$ cat src/rtl/video_memory_arbiter.sv
// video_memory_arbiter
// Shares the single-port video RAM between the CPU write path and the VGA
// scan-out reader. VGA reads always win the RAM port. CPU writes are posted
// into a small circular FIFO and drained on cycles the VGA leaves free, so the
// CPU only stalls when the FIFO is full.
//
// Optional feature: define VIDMEM_CLEAR_EN to build a clear-screen engine that
// fills the whole memory with a latched colour on free cycles.
//
// Ports:
//   clock, reset          system clock (rising edge), async active-high reset
//   iCpuWe/Addr/Data      CPU write request, taken only while oCpuReady=1
//   oCpuReady             FIFO can accept a write this cycle
//   iVgaReq/iVgaAddr      VGA read request, never stalled
//   oVgaData/oVgaValid    read result, one cycle after the request
//   oRamAddr/Data/We      combinational RAM port drive
//   iRamData              RAM synchronous read data
//   iClear/iClearColor    clear-screen start pulse and fill colour
//   oClearBusy            clear in progress (0 when the engine is not built)
module video_memory_arbiter #(
   parameter int DEPTH  = 4,
   parameter int ADDR_W = 10,
   parameter int DATA_W = 3
) (
   input  logic              clock,
   input  logic              reset,
   input  logic              iCpuWe,
   input  logic [ADDR_W-1:0] iCpuAddr,
   input  logic [DATA_W-1:0] iCpuData,
   output logic              oCpuReady,
   input  logic              iVgaReq,
   input  logic [ADDR_W-1:0] iVgaAddr,
   output logic [DATA_W-1:0] oVgaData,
   output logic              oVgaValid,
   output logic [ADDR_W-1:0] oRamAddr,
   output logic [DATA_W-1:0] oRamData,
   output logic              oRamWe,
   input  logic [DATA_W-1:0] iRamData,
   input  logic              iClear,
   input  logic [DATA_W-1:0] iClearColor,
   output logic              oClearBusy
);

   localparam int PTR_W = $clog2(DEPTH);
   localparam logic [PTR_W:0] FULL_COUNT = (PTR_W + 1)'(DEPTH);

   logic [ADDR_W-1:0] fifoAddr [DEPTH];
   logic [DATA_W-1:0] fifoData [DEPTH];
   logic [PTR_W-1:0]  wrPtr;
   logic [PTR_W-1:0]  rdPtr;
   logic [PTR_W:0]    count;
   logic              fifoEmpty;
   logic              clearBusy;
   logic              push;
   logic              pop;

   // Ready depends only on registered state so the CPU never sees a
   // combinational path from its own request or from the VGA request.
   assign fifoEmpty  = (count == '0);
   assign oCpuReady  = (count < FULL_COUNT) && !clearBusy;
   assign push       = iCpuWe && oCpuReady;
   assign pop        = !iVgaReq && !fifoEmpty;
   assign oClearBusy = clearBusy;

   // FIFO pointers and occupancy; pointers wrap naturally at DEPTH.
   always_ff @(posedge clock or posedge reset) begin
      if (reset) begin
         wrPtr <= '0;
         rdPtr <= '0;
         count <= '0;
      end else begin
         if (push) wrPtr <= wrPtr + 1'b1;
         if (pop)  rdPtr <= rdPtr + 1'b1;
         case ({push, pop})
            2'b10:   count <= count + 1'b1;
            2'b01:   count <= count - 1'b1;
            default: count <= count;
         endcase
      end
   end

   // FIFO storage is plain memory; stale contents are harmless because the
   // count guards every read.
   always_ff @(posedge clock) begin
      if (push) begin
         fifoAddr[wrPtr] <= iCpuAddr;
         fifoData[wrPtr] <= iCpuData;
      end
   end

   // The RAM returns data one cycle after the address, so valid simply
   // follows the request by one cycle.
   always_ff @(posedge clock or posedge reset) begin
      if (reset) oVgaValid <= 1'b0;
      else       oVgaValid <= iVgaReq;
   end

   assign oVgaData = oVgaValid ? iRamData : '0;

`ifdef VIDMEM_CLEAR_EN
   typedef enum logic [1:0] {
      CLR_IDLE,
      CLR_WAIT_DRAIN,
      CLR_FILL
   } clrState_t;

   clrState_t         clrState;
   clrState_t         clrNext;
   logic [ADDR_W-1:0] clearAddr;
   logic [DATA_W-1:0] clearColor;
   logic              fillWrite;

   // The fill only takes cycles nobody else wants; the FIFO is already empty
   // in FILL because enqueue is blocked while busy.
   assign fillWrite = (clrState == CLR_FILL) && !iVgaReq && fifoEmpty;
   assign clearBusy = (clrState != CLR_IDLE);

   // Clear engine next-state: drain queued CPU writes first so they land
   // before the fill, then sweep every address once.
   always_comb begin
      clrNext = clrState;
      case (clrState)
         CLR_IDLE:       if (iClear) clrNext = CLR_WAIT_DRAIN;
         CLR_WAIT_DRAIN: if (fifoEmpty) clrNext = CLR_FILL;
         CLR_FILL:       if (fillWrite && (clearAddr == '1)) clrNext = CLR_IDLE;
         default:        clrNext = CLR_IDLE;
      endcase
   end

   // Clear engine state, fill colour latch and address sweep counter; the
   // counter wraps back to 0 after the last address, ready for the next clear.
   always_ff @(posedge clock or posedge reset) begin
      if (reset) begin
         clrState   <= CLR_IDLE;
         clearAddr  <= '0;
         clearColor <= '0;
      end else begin
         clrState <= clrNext;
         if ((clrState == CLR_IDLE) && iClear) clearColor <= iClearColor;
         if (fillWrite) clearAddr <= clearAddr + 1'b1;
      end
   end
`else
   logic unusedClear;

   assign clearBusy   = 1'b0;
   assign unusedClear = ^{iClear, iClearColor};
`endif

   // RAM port mux in fixed priority: VGA read, queued CPU write, clear fill.
   always_comb begin
      oRamAddr = '0;
      oRamData = '0;
      oRamWe   = 1'b0;
      if (iVgaReq) begin
         oRamAddr = iVgaAddr;
      end else if (!fifoEmpty) begin
         oRamAddr = fifoAddr[rdPtr];
         oRamData = fifoData[rdPtr];
         oRamWe   = 1'b1;
`ifdef VIDMEM_CLEAR_EN
      end else if (fillWrite) begin
         oRamAddr = clearAddr;
         oRamData = clearColor;
         oRamWe   = 1'b1;
`endif
      end
   end

endmodule

$ cat config.mk
export PLATFORM = sky130hd
export DESIGN_NAME = video_memory_arbiter
export DESIGN_NICKNAME = d
export VERILOG_FILES = /design/src/rtl/video_memory_arbiter.sv
export SDC_FILE = /design/constraint.sdc
export NUM_CORES = 1
export LEC_CHECK = 0
export ABC_CLOCK_PERIOD_IN_PS = 4200
export CELL_PAD_IN_SITES_DETAIL_PLACEMENT = 1
export CELL_PAD_IN_SITES_GLOBAL_PLACEMENT = 2
export CORE_ASPECT_RATIO = 1.1
export CORE_UTILIZATION = 39
export DETAILED_ROUTE_END_ITERATION = 10
export HOLD_SLACK_MARGIN = 0.08
export PLACE_DENSITY_LB_ADDON = 0.1
export SETUP_SLACK_MARGIN = 0.3
export SYNTH_ARGS = -nofsm -noshare
export SYNTH_HDL_FRONTEND = slang
export SYNTH_SLANG_ARGS = --single-unit
$ cat constraint.sdc
create_clock -name clock -period 4.2 [get_ports clock]
set_clock_uncertainty 0.05 [all_clocks]
set_input_delay 0.63 -clock clock [delete_from_list [all_inputs] [get_ports clock]]
set_output_delay 0.63 -clock clock [all_outputs]
set_load 0.05 [all_outputs]
# After elaboration in Yosys (flattened, before gate mapping)
# Memories as Yosys holds them, arrays and structs flattened.
# Index checks and enable logic that the tools add are counted.
[word_totals] register_bits=8 latchBits=0 ramBits=52 mem_bits_ro=0 in_bits=34 elab_cells=29 memories=2
[mem_list] name="fifoAddr" depth=4 width=10 rd=1 rd_ports_with_merged_regs=0 write_ports=1 line="47" rtl="logic [ADDR_W-1:0] fifoAddr [DEPTH];"
[mem_list] name="fifoData" depth=4 width=3 rd=1 rd_ports_with_merged_regs=0 write_ports=1 line="48" rtl="logic [DATA_W-1:0] fifoData [DEPTH];"
[op_classes] addsub=4 mul=0 n_div=0 order_cmp=1 n_eq_ne=2 shift=0 mux=10 bitwise_logic=0 n_reduce_logical=6
[ops] cell="$mux 10" count=2
[ops] cell="$mux 3" count=3
[ops] cell="$pmux 3 s2" count=1
[ops] cell="$add 2x1->2 const B" count=2
[ops] cell="$mux 1" count=4
[ops] cell="$add 3x1->3 const B" count=1
[ops] cell="$logic_not 3->1" count=1
[ops] cell="$lt 3x3->1 const B" count=1
[ops] cell="$sub 3x1->3 const B" count=1
[ops] cell="$eq 2x1->1 const B" count=1
[ops] cell="$eq 2x2->1 const B" count=1
[ops] cell="$logic_and 1x1->1" count=2
[ops] cell="$logic_not 1->1" count=2
[ops] cell="$reduce_bool 2->1" count=1

# Longest topological paths before layout
[logic_depth] depth_word=5 depth_mapped=9

# Worst setup path after synthesis
# OpenSTA, ideal clock, no wires.
[synth_path] path_kind="input port to output port" startpoint="in iVgaReq" endpoint="out oRamAddr[0]" arrival_time_ns=1.754 required_ns=3.520 setup_slack_ns=1.766 cell_stages=3 path_buffers=1 path_cell_list="nor2_1 -> buf_2 -> a22o_1"
[synth_via] elab_chain_cells=1
[synth_lines] element="from (decl)" line="31" rtl="input logic iVgaReq,"
[synth_lines] element="$mux 10" line="155" rtl="if (iVgaReq) begin"
[synth_lines] element="to (decl)" line="35" rtl="output logic [ADDR_W-1:0] oRamAddr,"
# No other way between the ends.

# Final worst setup path
[layout_path] startpoint="reg rdPtr[0]" endpoint="out oRamAddr[5]"
[layout_via] elab_chain_cells=3
[layout_lines] element="from (decl)" line="50" rtl="logic [PTR_W-1:0] rdPtr;"
[layout_lines] element="from (signal assigned)" line="73" rtl="if (pop) rdPtr <= rdPtr + 1'b1;"
[layout_lines] element="$mem_v2 4x10"
[layout_lines] element="$mux 10" line="157" rtl="end else if (!fifoEmpty) begin"
[layout_lines] element="$mux 10" line="155"
# No other way between the ends.

==> results.md <==
* Status: finished clean
* Clock Sinks at 60
* Critical path startpoint: rdPtr[0]
* Worst Path Arrival at roughly 2.3 ns
* Pint at roughly 0.0014 W
* Share of power burned in registers at 41.0%
* CP Capture Point: oRamAddr[5]
* Post-synth ARST share at a little over an eighth
* Final nets at 223
* RSZ-0062 raised after global routing: no
* Most frequent cells in the layout: edfxtp_1 (52), clkdlybuf4s50_1 (34), buf_4 (16)
* Worst slew pin tran at 0.879 ns
* Syn Nets at roughly 170
* Comb power frac at between 30% and 40%
* CP required at 3.52 ns
* Initial core utilization at a little over 40%
* Max-slew violations at 0
* Register-to-Register Path Depth at 9
* Die Area at 6720 sq um
* # DRC at 0
* Initial DRT Pass Iterations at 4
* Hold Path Class: flip-flop to flip-flop
* Place WS at roughly 1.2 ns
* Layout cells sized above 1 at approximately a fifth
* Largest net degree at the start of global routing at 16
* Peak supply drop at 0.273 mV
* Final hold vios at 0
* CP Capture Type: primary output
* Reg2reg start: count[0]
* Register area share after synthesis at between 70% and 80%
* Routed Antenna Nets at 0
* Core footprint at between 6000 and 7000 sq um
* Switching power at ~0.00070 W
* Total Wirelength at between 4 and 5 mm
* Area grow syn2layout at 28.5%
* Worst-skew pair later-pin latency at approximately 0.33 ns
* Syn. warnings at 0
* Clock power frac at between 20% and 30%
* Vias in the first global route at approximately 1,500
* R2R setup slack at roughly 2.2 ns
* Antenna violations before repair at 0
* Mapped Cells at between 100 and 150
* Antenna Cells at 0
* CTS H-tree lvls at 3
* Resized Gates After CTS at 0
* Final GP Congestion at 0.684
* Vias at ~1,300
* RR Endpoint: count[2]
* Yosys cell types at 24
* Commonest non-fill, non-tap cell in the layout: edfxtp_1
* Cell area after synthesis at around 2500 sq um
* Grt total ovfl at 0
* Synth Flop Type: edfxtp_1
* Switch share at 33.4%
* First-pass GRT wire length at ~7.6 mm
* Cell Rows at 30
* Worst Setup Path Type: flip-flop to primary output
* DRT iter0 DRCs at 77
* Startpoint Class: flip-flop
* Via density at about 5
* CP max FO at 15
* Die X at around 78 um
* Mean Syn Cell Area at 19.3 sq um
* Lkg Pwr at around 1.2 nW
* Final HPWL DP at roughly 3.1 mm
* Final period util at around 71%
* WL/cell at roughly 18 um
* CTS Hold Bufs at 0
* Port Buf Inserts at 48
* Post-CTS Setup Inserts at 0
* CTS tree: yes
* Max-cap viol count at 0
* Total track usage at between 15 and 20%
* IO Pins at 54
* Clk buf depth at 2
* Power per cell area at ~660 nW/um^2
* Post-synth EDFFs at 52
* Root Driver: clkbuf_8
* Slew HR at about two fifths
* FMAX at 334 MHz
* Final Critical Period at around 3.0 ns
* Setup-failing EPs final at 0
* Final worst slack at around 1.2 ns
* Clock Pin Slew Worst Setup and Hold Paths at 0.06 ns
* Cts bufs inserted at 9
* Total negative slack at 0 ns
* Chip Height at approximately 86 um
* Synthesis-stage register bit count at 60
-- cells by family after synthesis --
| kind of cell | synth area share, % |
|---|---|
| flip-flops | 70.6 |
| buffers and inverters | 3.46 |
| adder cells (fa/ha/maj) | 3.31 |
| multiplexers | 12.9 |
| other | 0.150 |
| XOR/XNOR | 2.11 |
| AND/OR/NAND/NOR | 3.71 |
| AO/OA/AOI/OAI | 3.71 |
-- through the flow --
step	cell area, sq um	util (%)	std cells	hold slack (ns)	power [W]
CTS	3210	52.1	268	0.463	0.00213
global route	3210	52.1	268	0.474	0.00221
floorplan	2490	-	129	0.396	0.00139
global placement	3000	48.7	252	0.434	0.00156
finish	3210	52.1	268	0.457	0.00210
detailed placement	3000	48.7	252	0.463	0.00158
-- critical path, cell delays in order, from the launching register on --
cell	delay (ns)
dfrtp_1	0.92
mux4_1	0.67
a22o_1	0.21
buf_4	0.18
-- worst min-delay path by stage --
| stage | startpoint | endpoint | slack [ns] | cells after the start |
|---|---|---|---|---|
| final | count[0] | count[0] | 0.46 | 1 |
| after global routing | count[0] | count[0] | 0.47 | 1 |
| after CTS | count[0] | count[0] | 0.46 | 1 |
| after detailed placement | count[0] | count[0] | 0.46 | 1 |
| after global placement | count[0] | count[0] | 0.43 | 1 |
| after floorplan | reset | count[0] | 0.40 | 1 |
-- flip-flops by register name, indices dropped and copies added, names as in the netlist --
| register | count |
|---|---|
| count | 3 |
| wrPtr | 2 |
| rdPtr | 2 |
| oVgaValid | 1 |
| fifoAddr | 40 |
| fifoData | 12 |
-- synthesized netlist by cell type, drive strengths merged, types with 2 or more instances --
cell type / n / area, sq um
buf: 5 / 48.8
xnor2: 3 / 26.3
edfxtp: 52 / 1560
a22o: 10 / 87.6
xor2: 3 / 26.3
inv: 8 / 30.0
and2: 10 / 62.6
dfrtp: 8 / 200
nor2: 2 / 7.51
clkbuf: 2 / 7.51
ha: 5 / 62.6
mux4: 13 / 312
-- cell type report --
class	instances	area [sq um]
Fill cell	588	2950
Timing Repair Buffer	50	460
Clock buffer	11	131
Multi-Input combinational cell	54	646
Clock inverter	5	76.3
Inverter	8	30.0
Tap cell	80	100
Sequential cell	60	1760
-- power groups by stage --
stage | clock (W) | combinational (W) | sequential [W]
floorplan | 0 | 0.000590 | 0.000804
global placement | 0 | 0.000686 | 0.000875
detailed placement | 0 | 0.000701 | 0.000883
CTS | 0.000561 | 0.000704 | 0.000869
global route | 0.000587 | 0.000748 | 0.000880
finish | 0.000548 | 0.000692 | 0.000862
-- layer usage --
layer	up-vias	part of all wire (%)	global-route usage, %
li1	607	-	-
met2	35	54	27.7
met5	-	0	0
met4	0	0.60	5.05
met3	4	5.2	6.06
met1	675	40	18.9
No activity file was read; power rests on OpenSTA's default activity.
==> patch, RTL diff (config.mk and constraints unchanged) <==
Set the parameter `ADDR_W` to 11 (it was 10).
--- a/src/rtl/video_memory_arbiter.sv
+++ b/src/rtl/video_memory_arbiter.sv
@@ -19,7 +19,7 @@
 //   oClearBusy            clear in progress (0 when the engine is not built)
 module video_memory_arbiter #(
    parameter int DEPTH  = 4,
-   parameter int ADDR_W = 10,
+   parameter int ADDR_W = 11,
    parameter int DATA_W = 3
 ) (
    input  logic              clock,
Ports: changed (resized iCpuAddr, iVgaAddr and oRamAddr); port bits go from 54 to 57. No check against the original RTL was run, so the function may have changed too.
==> patch against the unedited design <==
- wire length up 9.6%
- die area is 6.1% higher
- synthesized area is 6.2% higher
- power increased by 15%
- final area grew 12%
- sequential cell count rose by 4
- sequential power is 6.7% higher
- worst setup slack lost 0.069 ns
- highest routed layer unchanged
==> patch: results <==
metrics = {
    "status": {
        "status": "finished, final reports clean",
    },
    "synth": {
        "syn-num-nets": 177,
        "synth_common_cells": "edfxtp_1, a22o_1, and2_1",
        "synth-edff-count": 56,
        "synth.avg_cell_area_sq_um": 19.6,
        "yosys-top-cells-area": "edfxtp_1, dfrtp_1, mux4_2",
        "yosysUniqueCellTypes": 24,
        "synth_seq_area_share_pct": 71.0,
        "synthArstFlopShare_pct": 12.5,
    },
    "final_layout": {
        "nets": 234,
        "layoutNonFillerInstCount": 279,
        "top_regs": "fifoAddr (44), fifoData (12), count (3)",
        "drive_above_1_share_pct": 19.8,
    },
    "route": {
        "drt_iter0_markers": 42,
        "drt_wl_total_microns": 5300,
        "drt_pass1_iterations": 4,
        "vias": 1416,
    },
    "global_route": {
        "grt_pass1_vias": 1502,
        "track_usage_pct": 16.4,
        "grt_pass1_wl_microns": 8060,
        "grt_max_degree": 17,
        "use_met3_pct": 3.09,
        "grt_use_met2_pct": 27.5,
        "use_met1_pct": 20.7,
    },
    "place": {
        "dpl.hpwl_microns": 3470,
        "io_buffers": 51,
        "gp_congestion": 0.639,
        "dp.cells": 263,
    },
    "power_and_ir_drop": {
        "vdd_drop_max_v": 0.000364,
        "p_leak_nw": 1.31,
    },
    "worst_hold_path": {
        "hold_start": "count[0]",
    },
    "critical_path": {
        "r2r_setup_slack_ns": 2.12,
        "cp.arrival_ns": 2.39,
        "r2r-start": "count[0]",
        "crit_fanout": 16,
        "critPathMaxStageDelay_ns": 0.95,
    },
    "sta": {
        "holdWs_ns": 0.457,
        "maxSlewHeadroom_pct": 38.9,
    },
}
-- patch: routing by layer --
metal / share of wire (%) / vias up
li1: - / 645
met1: 43 / 719
met2: 50 / 45
met3: 5.2 / 7
met4: 1.4 / 0
met5: 0 / -
-- patch: worst paths after layout --
path,end,depth (start not counted)
min in group asynchronous,rdPtr[1],2
max in group asynchronous,count[2],2
setup reg to reg,count[1],7
setup / recovery,oRamAddr[4],3
hold reg to reg,count[0],1
hold / removal,count[0],1
-- patch: where the power goes --
| group | total (W) | internal [W] | switching [W] |
|---|---|---|---|
| combinational | 0.000886 | 0.000447 | 0.000439 |
| sequential | 0.000920 | 0.000811 | 0.000110 |
| clock | 0.000616 | 0.000389 | 0.000227 |
| total | 0.00242 | 0.00165 | 0.000776 |
-- patch: cells by family after synthesis --
logic type / after synthesis / share of synthesized area [%]
AOI/OAI and AO/OA: 12 / 3.83
xor gates and xnor gates: 6 / 1.98
adders and majority gates: 6 / 3.12
buffers and inverters: 15 / 3.26
DFF: 64 / 71.0
muxes: 15 / 13.1
other: 1 / 0.142
and+or+nand+nor: 16 / 3.50
-- patch: cell type report --
cell class / count / area, sq um
clock buffers: 9 / 124
clock inverters: 7 / 110
repair buffers: 53 / 676
inverters: 8 / 30.0
flip-flops and latches: 64 / 1880
fillers: 590 / 2950
well taps: 82 / 103
multi-input cells: 56 / 681
-- patch: metrics by stage --
stage               util [%]  area, sq um  setup WS [ns]  power [W]
floorplan                  -         2650           1.73    0.00147
global placement        51.4         3370           1.18    0.00180
global route            55.0         3600          0.957    0.00254
finish                  55.0         3600           1.13    0.00242
CTS                     55.0         3600           1.06    0.00246
detailed placement      51.4         3370           1.08    0.00183
-- patch: worst max-delay path, delay by kind of cell, from the launching register on --
kind / cells / cell delay, ns
flip-flops: 1 / 0.95
AO/OA/AOI/OAI: 1 / 0.26
buffers and inverters: 1 / 0.15
multiplexers: 1 / 0.70
